$ cat src/rtl/pid_motor_pkg.sv
`default_nettype none
// ============================================================================
// Module   : pid_motor_pkg
// Brief    : Shared constants, channel state type and width helper for the
//            PID-to-motor PWM path.
// Revision : 1.0  initial release
// ============================================================================
package pid_motor_pkg;

    localparam int DATA_WIDTH      = 16;
    localparam int NUM_CHN         = 4;
    localparam int CHN_WIDTH       = (NUM_CHN > 1) ? $clog2(NUM_CHN) : 1;
    localparam int PWM_PERIOD      = 1000;
    localparam int DEAD_PERIODS    = 2;
    localparam int TIMEOUT_PERIODS = 500;

    typedef enum logic [0:0] {
        RUN  = 1'b0,
        DEAD = 1'b1
    } chn_state_t;

    function automatic int clog2_min1(input int value);
        return (value > 1) ? $clog2(value) : 1;
    endfunction

endpackage
`default_nettype wire

$ cat src/rtl/pwm_chn_slice.sv
`default_nettype none
// ============================================================================
// Module   : pwm_chn_slice
// Brief    : One motor channel: shadow request, |u| saturation, RUN/DEAD
//            reversal FSM, watchdog and registered PWM comparator.
// Revision : 1.0  initial release
// ============================================================================
module pwm_chn_slice #(
    parameter int DATA_WIDTH      = 16,
    parameter int PWM_PERIOD      = 1000,
    parameter int DEAD_PERIODS    = 2,
    parameter int TIMEOUT_PERIODS = 500,
    parameter int CNT_WIDTH       = 10,
    parameter int DUTY_WIDTH      = 10
) (
    input  logic                  clk,
    input  logic                  rstn,
    input  logic                  wr_i,
    input  logic [DATA_WIDTH-1:0] data_i,
    input  logic                  boundary_i,
    input  logic [CNT_WIDTH-1:0]  cnt_next_i,
    output logic                  pwm_o,
    output logic                  dir_o,
    output logic                  timeout_o
);
    import pid_motor_pkg::*;

    localparam int DEAD_WIDTH = clog2_min1(DEAD_PERIODS + 1);
    localparam int WD_WIDTH   = clog2_min1(TIMEOUT_PERIODS + 1);
    localparam logic [DEAD_WIDTH-1:0] DEAD_INIT = DEAD_WIDTH'(DEAD_PERIODS);
    localparam logic [WD_WIDTH-1:0]   WD_LIMIT  = WD_WIDTH'(TIMEOUT_PERIODS);
    localparam logic [DATA_WIDTH:0]   SAT_LEVEL = (DATA_WIDTH + 1)'(PWM_PERIOD);
    localparam logic [DUTY_WIDTH-1:0] DUTY_FULL = DUTY_WIDTH'(PWM_PERIOD);

    chn_state_t            state_q, state_d;
    logic                  dir_q, dir_d;
    logic                  timeout_q, timeout_d;
    logic                  pwm_q, pwm_d;
    logic                  shadow_neg_q, shadow_neg_d;
    logic [DUTY_WIDTH-1:0] shadow_mag_q, shadow_mag_d;
    logic [DUTY_WIDTH-1:0] duty_q, duty_d;
    logic [DEAD_WIDTH-1:0] dead_cnt_q, dead_cnt_d;
    logic [WD_WIDTH-1:0]   wd_cnt_q, wd_cnt_d;

    logic [DATA_WIDTH:0]   data_ext;
    logic [DATA_WIDTH:0]   data_abs;
    logic [DUTY_WIDTH-1:0] req_mag;
    logic                  req_neg;

    // One extra bit so that |-2^(DW-1)| is representable before saturation.
    always_comb begin
        data_ext = {data_i[DATA_WIDTH-1], data_i};
        data_abs = data_i[DATA_WIDTH-1] ? -data_ext : data_ext;
        req_mag  = (data_abs > SAT_LEVEL) ? DUTY_FULL : DUTY_WIDTH'(data_abs);
        req_neg  = (req_mag == '0) ? dir_q : data_i[DATA_WIDTH-1];
    end

    always_comb begin
        state_d      = state_q;
        dir_d        = dir_q;
        duty_d       = duty_q;
        dead_cnt_d   = dead_cnt_q;
        wd_cnt_d     = wd_cnt_q;
        timeout_d    = timeout_q;
        shadow_neg_d = shadow_neg_q;
        shadow_mag_d = shadow_mag_q;

        if (boundary_i) begin
            case (state_q)
                RUN: begin
                    if ((shadow_neg_q != dir_q) && (shadow_mag_q != '0)) begin
                        state_d    = DEAD;
                        duty_d     = '0;
                        dead_cnt_d = DEAD_INIT;
                    end else begin
                        duty_d = shadow_mag_q;
                    end
                end
                DEAD: begin
                    dead_cnt_d = dead_cnt_q - DEAD_WIDTH'(1);
                    if (dead_cnt_q == DEAD_WIDTH'(1)) begin
                        state_d = RUN;
                        dir_d   = shadow_neg_q;
                        duty_d  = shadow_mag_q;
                    end
                end
                default: state_d = RUN;
            endcase

            if ((TIMEOUT_PERIODS != 0) && (wd_cnt_q != WD_LIMIT)) begin
                wd_cnt_d = wd_cnt_q + WD_WIDTH'(1);
                if (wd_cnt_d == WD_LIMIT) begin
                    shadow_mag_d = '0;
                    timeout_d    = 1'b1;
                end
            end
        end

        // A strobe coinciding with watchdog expiry overrides it.
        if (wr_i) begin
            shadow_neg_d = req_neg;
            shadow_mag_d = req_mag;
            wd_cnt_d     = '0;
            timeout_d    = 1'b0;
        end

        pwm_d = (state_d == RUN) && (DUTY_WIDTH'(cnt_next_i) < duty_d);
    end

    always_ff @(posedge clk or negedge rstn) begin
        if (!rstn) begin
            state_q      <= RUN;
            dir_q        <= 1'b0;
            duty_q       <= '0;
            dead_cnt_q   <= '0;
            wd_cnt_q     <= '0;
            timeout_q    <= 1'b0;
            shadow_neg_q <= 1'b0;
            shadow_mag_q <= '0;
            pwm_q        <= 1'b0;
        end else begin
            state_q      <= state_d;
            dir_q        <= dir_d;
            duty_q       <= duty_d;
            dead_cnt_q   <= dead_cnt_d;
            wd_cnt_q     <= wd_cnt_d;
            timeout_q    <= timeout_d;
            shadow_neg_q <= shadow_neg_d;
            shadow_mag_q <= shadow_mag_d;
            pwm_q        <= pwm_d;
        end
    end

    assign pwm_o     = pwm_q;
    assign dir_o     = dir_q;
    assign timeout_o = timeout_q;

endmodule
`default_nettype wire

$ cat src/rtl/pwm_motor_driver.sv
`default_nettype none
// ============================================================================
// Module   : pwm_motor_driver
// Brief    : Multi-channel sign/magnitude PWM driver fed by the PID output
//            stream; shared period counter plus one slice per channel.
// Revision : 1.0  initial release
// ============================================================================
module pwm_motor_driver #(
    parameter int  DATA_WIDTH      = pid_motor_pkg::DATA_WIDTH,
    parameter int  NUM_CHN         = pid_motor_pkg::NUM_CHN,
    parameter int  PWM_PERIOD      = pid_motor_pkg::PWM_PERIOD,
    parameter int  DEAD_PERIODS    = pid_motor_pkg::DEAD_PERIODS,
    parameter int  TIMEOUT_PERIODS = pid_motor_pkg::TIMEOUT_PERIODS,
    localparam int CHN_WIDTH       = pid_motor_pkg::clog2_min1(NUM_CHN),
    localparam int CNT_WIDTH       = pid_motor_pkg::clog2_min1(PWM_PERIOD)
) (
    input  logic                  clk,
    input  logic                  rstn,
    input  logic                  u_valid_i,
    input  logic [CHN_WIDTH-1:0]  u_chn_i,
    input  logic [DATA_WIDTH-1:0] u_data_i,
    output logic [NUM_CHN-1:0]    pwm_o,
    output logic [NUM_CHN-1:0]    dir_o,
    output logic [NUM_CHN-1:0]    timeout_o,
    output logic                  period_start_o
);
    import pid_motor_pkg::*;

    // Duty must be able to hold PWM_PERIOD itself (full scale).
    localparam int DUTY_WIDTH = clog2_min1(PWM_PERIOD + 1);
    localparam logic [CNT_WIDTH-1:0] CNT_LAST = CNT_WIDTH'(PWM_PERIOD - 1);

    logic [CNT_WIDTH-1:0] cnt_q, cnt_d;
    logic                 period_start_q, period_start_d;
    logic                 boundary;
    logic                 chn_ok;
    logic [NUM_CHN-1:0]   chn_wr;

    always_comb begin
        boundary       = (cnt_q == CNT_LAST);
        cnt_d          = boundary ? '0 : cnt_q + CNT_WIDTH'(1);
        period_start_d = (cnt_d == '0);
        chn_ok         = u_valid_i && ({1'b0, u_chn_i} < (CHN_WIDTH + 1)'(NUM_CHN));
    end

    always_ff @(posedge clk or negedge rstn) begin
        if (!rstn) begin
            cnt_q          <= '0;
            period_start_q <= 1'b0;
        end else begin
            cnt_q          <= cnt_d;
            period_start_q <= period_start_d;
        end
    end

    assign period_start_o = period_start_q;

    generate
        for (genvar i = 0; i < NUM_CHN; i++) begin : g_chn
            assign chn_wr[i] = chn_ok && (u_chn_i == CHN_WIDTH'(i));

            pwm_chn_slice #(
                .DATA_WIDTH      (DATA_WIDTH),
                .PWM_PERIOD      (PWM_PERIOD),
                .DEAD_PERIODS    (DEAD_PERIODS),
                .TIMEOUT_PERIODS (TIMEOUT_PERIODS),
                .CNT_WIDTH       (CNT_WIDTH),
                .DUTY_WIDTH      (DUTY_WIDTH)
            ) u_slice (
                .clk        (clk),
                .rstn       (rstn),
                .wr_i       (chn_wr[i]),
                .data_i     (u_data_i),
                .boundary_i (boundary),
                .cnt_next_i (cnt_d),
                .pwm_o      (pwm_o[i]),
                .dir_o      (dir_o[i]),
                .timeout_o  (timeout_o[i])
            );
        end
    endgenerate

endmodule
`default_nettype wire
$ cat config.mk
export PLATFORM = sky130hd
export DESIGN_NAME = pwm_motor_driver
export DESIGN_NICKNAME = d
export VERILOG_FILES = /design/src/rtl/pid_motor_pkg.sv /design/src/rtl/pwm_chn_slice.sv /design/src/rtl/pwm_motor_driver.sv
export SDC_FILE = /design/constraint.sdc
export NUM_CORES = 1
export LEC_CHECK = 0
export BUFFER_PORTS_ARGS = -buffer_cell sky130_fd_sc_hd__buf_4
export CORE_ASPECT_RATIO = 0.75
export CORE_MARGIN = 4
export CORE_UTILIZATION = 50
export CTS_CLUSTER_DIAMETER = 80
export DETAILED_ROUTE_END_ITERATION = 10
export PLACE_DENSITY = 0.66
export SYNTH_ARGS = -nofsm -noshare
export SYNTH_HDL_FRONTEND = slang
export SYNTH_HIERARCHICAL = 1
export SYNTH_SLANG_ARGS = --single-unit
$ cat constraint.sdc
create_clock -name clk -period 11.93 [get_ports clk]
set_input_delay 0.5965 -clock clk [delete_from_list [all_inputs] [get_ports clk]]
set_output_delay 0.5965 -clock clk [all_outputs]
set_load 0.05 [all_outputs]
Word-level counts from Yosys, hierarchy flattened
Index checks and enable logic that the tools add are counted.

Register bits: 155. Output and inout port bits: 13. Word-level logic and storage cells: 223.

$add $sub $neg: 10. Magnitude comparators: 5. Equal/unequal tests: 24. Multiplexer cells: 91. Bitwise gates (word level): 8. Reductions and logical operators: 47.

Operator list (count): 10-bit two-way mux (30); 9-bit two-way mux (12); 10-bit one-hot mux with 2 select lines (4); 10-bit < comparator (4); 10-bit nonzero test (4); 9-bit by 1-bit adder with 9-bit output (second input constant) (4); 9-bit == test (second input constant) (4); 9-bit != test (second input constant) (4); 1-bit two-way mux (32); 3-bit AND reduction (8); 2-bit nonzero test (12); 10-bit logical NOT (2); 17-bit by 10-bit > comparator with 1-bit output (second input constant) (1); 17-bit two-way mux (1); 17-bit negator (1); 2-bit one-hot mux with 2 select lines (4); 2-bit AND reduction (8); 1-bit logical AND (12); 10-bit by 1-bit adder with 10-bit output (second input constant) (1); 10-bit == test (second input constant) (1); 2-bit by 1-bit == test with 1-bit output (second input constant) (5); 2-bit two-way mux (4); 2-bit by 1-bit != test with 1-bit output (second input constant) (4); 1-bit NOT (8); other kinds (5) (15).

Depth between registers and ports, before layout
Depth after elaboration: 7. Gate-level depth with buffers: 16. Gate-level depth less buffers: 14.

Hierarchy
Netlist, hierarchy kept.

Modules (own cells, without submodules): pwm_chn_slice (g_chn[0].u_slice ...) (instances 2, cells each 274, area an instance 2497.4 um^2, seq. area each 900.9 um^2); pwm_chn_slice (g_chn[1].u_slice) (instances 1, cells each 272, area an instance 2427.3 um^2, seq. area each 900.9 um^2); pwm_chn_slice (g_chn[2].u_slice) (instances 1, cells each 258, area an instance 2402.3 um^2, seq. area each 900.9 um^2); pwm_motor_driver (instances 1, cells each 69, area an instance 659.4 um^2, seq. area each 275.3 um^2).

Least setup slack after synthesis
OpenSTA, ideal clock, no wires.

Kind: reg-to-reg. From: register cnt_q[5]. To: register g_chn[0].u_slice.pwm_q. Arrival: 3.795 ns. Required time: 11.805 ns. Slack: 8.010 ns. Cell stages (with the launch flop): 17. Path through: dfrtp_1 -> buf_4 -> and3_1 -> nand4_2 -> nor3b_4 -> o21ai_0 -> a21oi_1 -> clkbuf_1 -> a22o_1 -> inv_1 -> ha_1 -> a21o_1 -> a21o_1 -> a21o_1 -> a211oi_1 -> o21bai_1 -> a2111oi_0.

Cells in the longest elaborated chain, start to end: 4.

Ends and longest elaborated chain: start: declaration (line pwm_motor_driver.sv:33) `logic [CNT_WIDTH-1:0] cnt_q, cnt_d;`; start signal: assignment (line pwm_motor_driver.sv:51) `cnt_q <= cnt_d;`; 10-bit == test (line pwm_motor_driver.sv:40) `boundary = (cnt_q == CNT_LAST);`; via boundary (line pwm_motor_driver.sv:35) `logic boundary;`; 10-bit two-way mux (line pwm_chn_slice.sv:68) `if (boundary_i) begin`; via g_chn[0].u_slice.duty_d[3] (line pwm_chn_slice.sv:41) `logic [DUTY_WIDTH-1:0] duty_q, duty_d;`; 10-bit < comparator (line pwm_chn_slice.sv:107) `pwm_d = (state_d == RUN) && (DUTY_WIDTH'(cnt_next_i) < duty_d);`; 1-bit logical AND (line pwm_chn_slice.sv:107); via g_chn[0].u_slice.pwm_d (line pwm_chn_slice.sv:38) `logic pwm_q, pwm_d;`; end signal: assignment (line pwm_chn_slice.sv:130) `pwm_q <= pwm_d;`; end: declaration (line pwm_chn_slice.sv:38).

The timed path passes the listed nets, and every way through them passes these cells. A chain may end at the register's enable or synchronous reset.

Worst setup path in the final report
From: register cnt_q[4]. To: register g_chn[3].u_slice.pwm_q.

Cells in the longest elaborated chain, start to end: 4.

Ends and longest elaborated chain (line): 10-bit == test (pwm_motor_driver.sv:40); via boundary (pwm_motor_driver.sv:35); 10-bit two-way mux (pwm_chn_slice.sv:68); via g_chn[3].u_slice.duty_d[3] (pwm_chn_slice.sv:41); 10-bit < comparator (pwm_chn_slice.sv:107); 1-bit logical AND (pwm_chn_slice.sv:107); via g_chn[3].u_slice.pwm_d (pwm_chn_slice.sv:38); end signal: assignment (pwm_chn_slice.sv:130); end: declaration (pwm_chn_slice.sv:38).

The timed path passes the listed nets, and every way through them passes these cells.

==> results.cfg <==
[place]
dp_hpwl_mm = 17.2
pre_cts_ws_ns = 7.47
port_buffers = 33
gp_congestion = 0.848

[clock_network]
root_buffer = clkbuf_16
ctsHoldBuffers = 0
cts_buffer_depth = 2
post_cts_resized = 0
cts.sinks = 155
cts_max_level = 4
postCtsSetupRepairBufs = 0
clk_pin_slew_ns = 0.07
clkLatencyLatePin_ns = 0.43
cts_tree = built
cts_buffers = 17

[floorplanning]
row_count = 45
die_x_um = 175
io-pin-count = 34
die_area_um2 = 23400
core_area_um2 = 20400
die_h_um = 133
start_util_pct = 51.3

[cells_and_area]
syn_to_final_growth_pct = 9.58
fill_cells = 1861
diodes = 0
final_cell_mix = 155 x dfrtp_1, 88 x nand2_1, 82 x inv_1
layout-drive-gt1-share_pct = 11.2
fin_nets = 1232
multi_input_area_um2 = 6020
regArea_um2 = 3880
final_common_cell = dfrtp_1

[yosys]
syn_nets = 1225
syn_area_um2 = 10500
syn_avg_cell_area_um2 = 9.14
postSynth.asyncResetShare_pct = 100
synth_seq_area_share_pct = 37.0
syn_inst = 1147
yosys.area_share.simple_pct = 22.0
synth.distinct_cells = 90
yosys.area_share.adder_pct = 6.80
yosys.area_share.xor_xnor_pct = 5.60
synth_top_family_by_area = simple AND/OR/NAND/NOR gates
synth_top_flop_cell = dfrtp_1
synthMuxAreaShare_pct = 1.89
synth_seq_cells = 155
synth_warnings = 6
synth_edf_count = 0
synth-compound-area-share_pct = 21.1

[power_and_ir_drop]
switching_power_mw = 0.314
clkPwrFrac_pct = 45.0
swShare_pct = 25.9
p_comb_share_pct = 10.5
power_mw = 1.21
power.density_nw_per_um2 = 106
pwr-share-seq_pct = 44.6
peakVddDrop_v = 0.0000937
p_int_mw = 0.898
p_leak_nw = 4.67

[drt]
wire_per_inst_um = 17.6
drc = 0
first_pass_iters = 5
via_count = 8687
ant_nets = 0
vias_per_cell = 6.00
routed_wl_mm = 25.6
drt-initial-drc-count = 799

[timing]
slew_headroom_pct = 18.4
fin_crit_ns = 4.47
slew_violations = 0
setup_violations = 0
hold_viol = 0
hold_ws_ns = 0.169
clock_skew_ns = 0.0114
tns_ns = 0
tightest_slew_ns = 1.22
fmax_mhz = 224
layout_worst_path_cycle_share_pct = 37.5
rsz0062_at_grt = no
setup_slack_ns = 7.46

[outcome]
status = finished, final reports clean

[worst_setup_path]
r2r-end = g_chn[3].u_slice/pwm_o$_DFF_PN0_
worstSetupEndpointType = flop
cp_slowest_stage_delay_ns = 0.61
r2r_slack_ns = 7.46
reg2reg_from = cnt_q[4]$_DFF_PN0_
crit_type = reg -> reg
worstPathRequired_ns = 12.22
r2r_cells = 16
cp.arrival_ns = 4.76
crit_slowest_cell = a21oi_1
cp_max_fo = 32
start_kind = flop
worstPathCellList = and2b_2, nand4_2, nor3b_4, buf_4, o21ai_0, buf_4, a21oi_1, a22o_1, inv_1, ha_1, a21o_1, a21o_1, a21o_1, a211oi_1, o21bai_1, a2111oi_0
crit_top_cell = a21o_1

[global_route]
first_global_vias = 7646
grtUsageTotal_pct = 21.9
antenna_found_initial = 1
grt_max_degree = 84
grt-ovfl-total = 0
grt_first_pass_wirelength_mm = 41.8

[worst_hold_path]
min_path_type = in -> async

[run]
maxCapViolations = 0
[how the worst max path moves through the flow]
| stage | startpoint | endpoint | slack [ns] | cells after the start |
|---|---|---|---|---|
| CTS | cnt_q[4]$_DFF_PN0_ | g_chn[3].u_slice/pwm_o$_DFF_PN0_ | 7.46 | 16 |
| floorplan | cnt_q[5]$_DFF_PN0_ | g_chn[0].u_slice/pwm_o$_DFF_PN0_ | 8.01 | 16 |
| finish | cnt_q[4]$_DFF_PN0_ | g_chn[3].u_slice/pwm_o$_DFF_PN0_ | 7.46 | 16 |
| global route | cnt_q[4]$_DFF_PN0_ | g_chn[3].u_slice/pwm_o$_DFF_PN0_ | 7.13 | 16 |
| global placement | cnt_q[4]$_DFF_PN0_ | g_chn[0].u_slice/pwm_o$_DFF_PN0_ | 7.69 | 16 |
| detailed placement | cnt_q[4]$_DFF_PN0_ | g_chn[3].u_slice/pwm_o$_DFF_PN0_ | 7.47 | 16 |
[per-stage QoR]
stage	std cells	instance area [um2]	util, %
final	1449	11500	56.2
after detailed placement	1417	10900	53.3
after global placement	1417	10900	53.3
after floorplan	1147	10500	-
after CTS	1449	11500	56.2
after global routing	1449	11500	56.2
[cells by family (layout without fill, tap and decap cells)]
logic type / after synthesis / in the layout
compound gates: 310 / 310
xor+xnor: 67 / 67
fa+ha+maj: 57 / 57
simple gates: 401 / 401
mux: 19 / 19
buf+inv: 138 / 158
flops: 155 / 155
[flip-flops by register name, indices dropped and copies added, names as in the netlist]
register	flops
g_chn.u_slice/shadow_neg_q	4
g_chn.u_slice/dead_cnt_q	8
period_start_o	1
g_chn.u_slice/state_q	4
cnt_q	10
g_chn.u_slice/shadow_mag_q	40
g_chn.u_slice/duty_q	40
g_chn.u_slice/dir_o	4
g_chn.u_slice/wd_cnt_q	36
g_chn.u_slice/timeout_o	4
g_chn.u_slice/pwm_o	4
[metal layers]
layer  GRT usage [%]  wire, um
met4            5.32       320
met2            29.0     10300
met3            4.62      1360
met5               0         0
met1            35.8     13500
[synth_stat cells, types with 11 or more instances]
cell type  instances  area share (%)
inv_1             82             2.9
ha_1              57             6.8
o21ai_0           52             2.5
mux2i_1           13             1.2
nor2_1            80             2.9
clkbuf_1          40             1.4
nand2b_1          11            0.66
o31ai_1           21             1.5
nand4_1           21             1.3
a21oi_1           68             3.2
and3_1            17             1.0
nor4_1            16            0.95
a31oi_1           26             1.6
nor2b_1           15            0.90
dfrtp_1          155              37
xnor2_1           37             3.1
a22o_1            37             3.1
nor3_1            30             1.4
or3_1             12            0.72
xor2_1            30             2.5
nand2_1           88             3.2
nand3_1           26             1.2
[worst max-delay path, delay by kind of cell (launching register included)]
family,cells,cell delay [ns]
adders and majority gates,1,0.29
and+or+nand+nor,3,0.63
AOI/OAI and AO/OA,9,2.27
buffers and inverters,3,0.62
DFF,1,0.51
[layout make-up]
| class | count | share of cell area, % |
|---|---|---|
| multi-input cells | 854 | 52.4 |
| flip-flops and latches | 155 | 33.8 |
| clock buffers | 21 | 4.01 |
| well taps | 282 | 3.07 |
| repair buffers | 44 | 2.91 |
| inverters | 82 | 2.68 |
| clock inverters | 11 | 1.15 |
[power by group through the flow]
stage / clock (mW) / combinational (mW) / sequential, mW
3_5_place_dp: 0 / 0.126 / 0.550
3_3_place_gp: 0 / 0.124 / 0.550
4_1_cts: 0.557 / 0.126 / 0.540
5_1_grt: 0.579 / 0.141 / 0.542
6_report: 0.545 / 0.127 / 0.541
2_1_floorplan: 0 / 0.0820 / 0.548
Note: power is estimated with default switching activity, not from simulation.
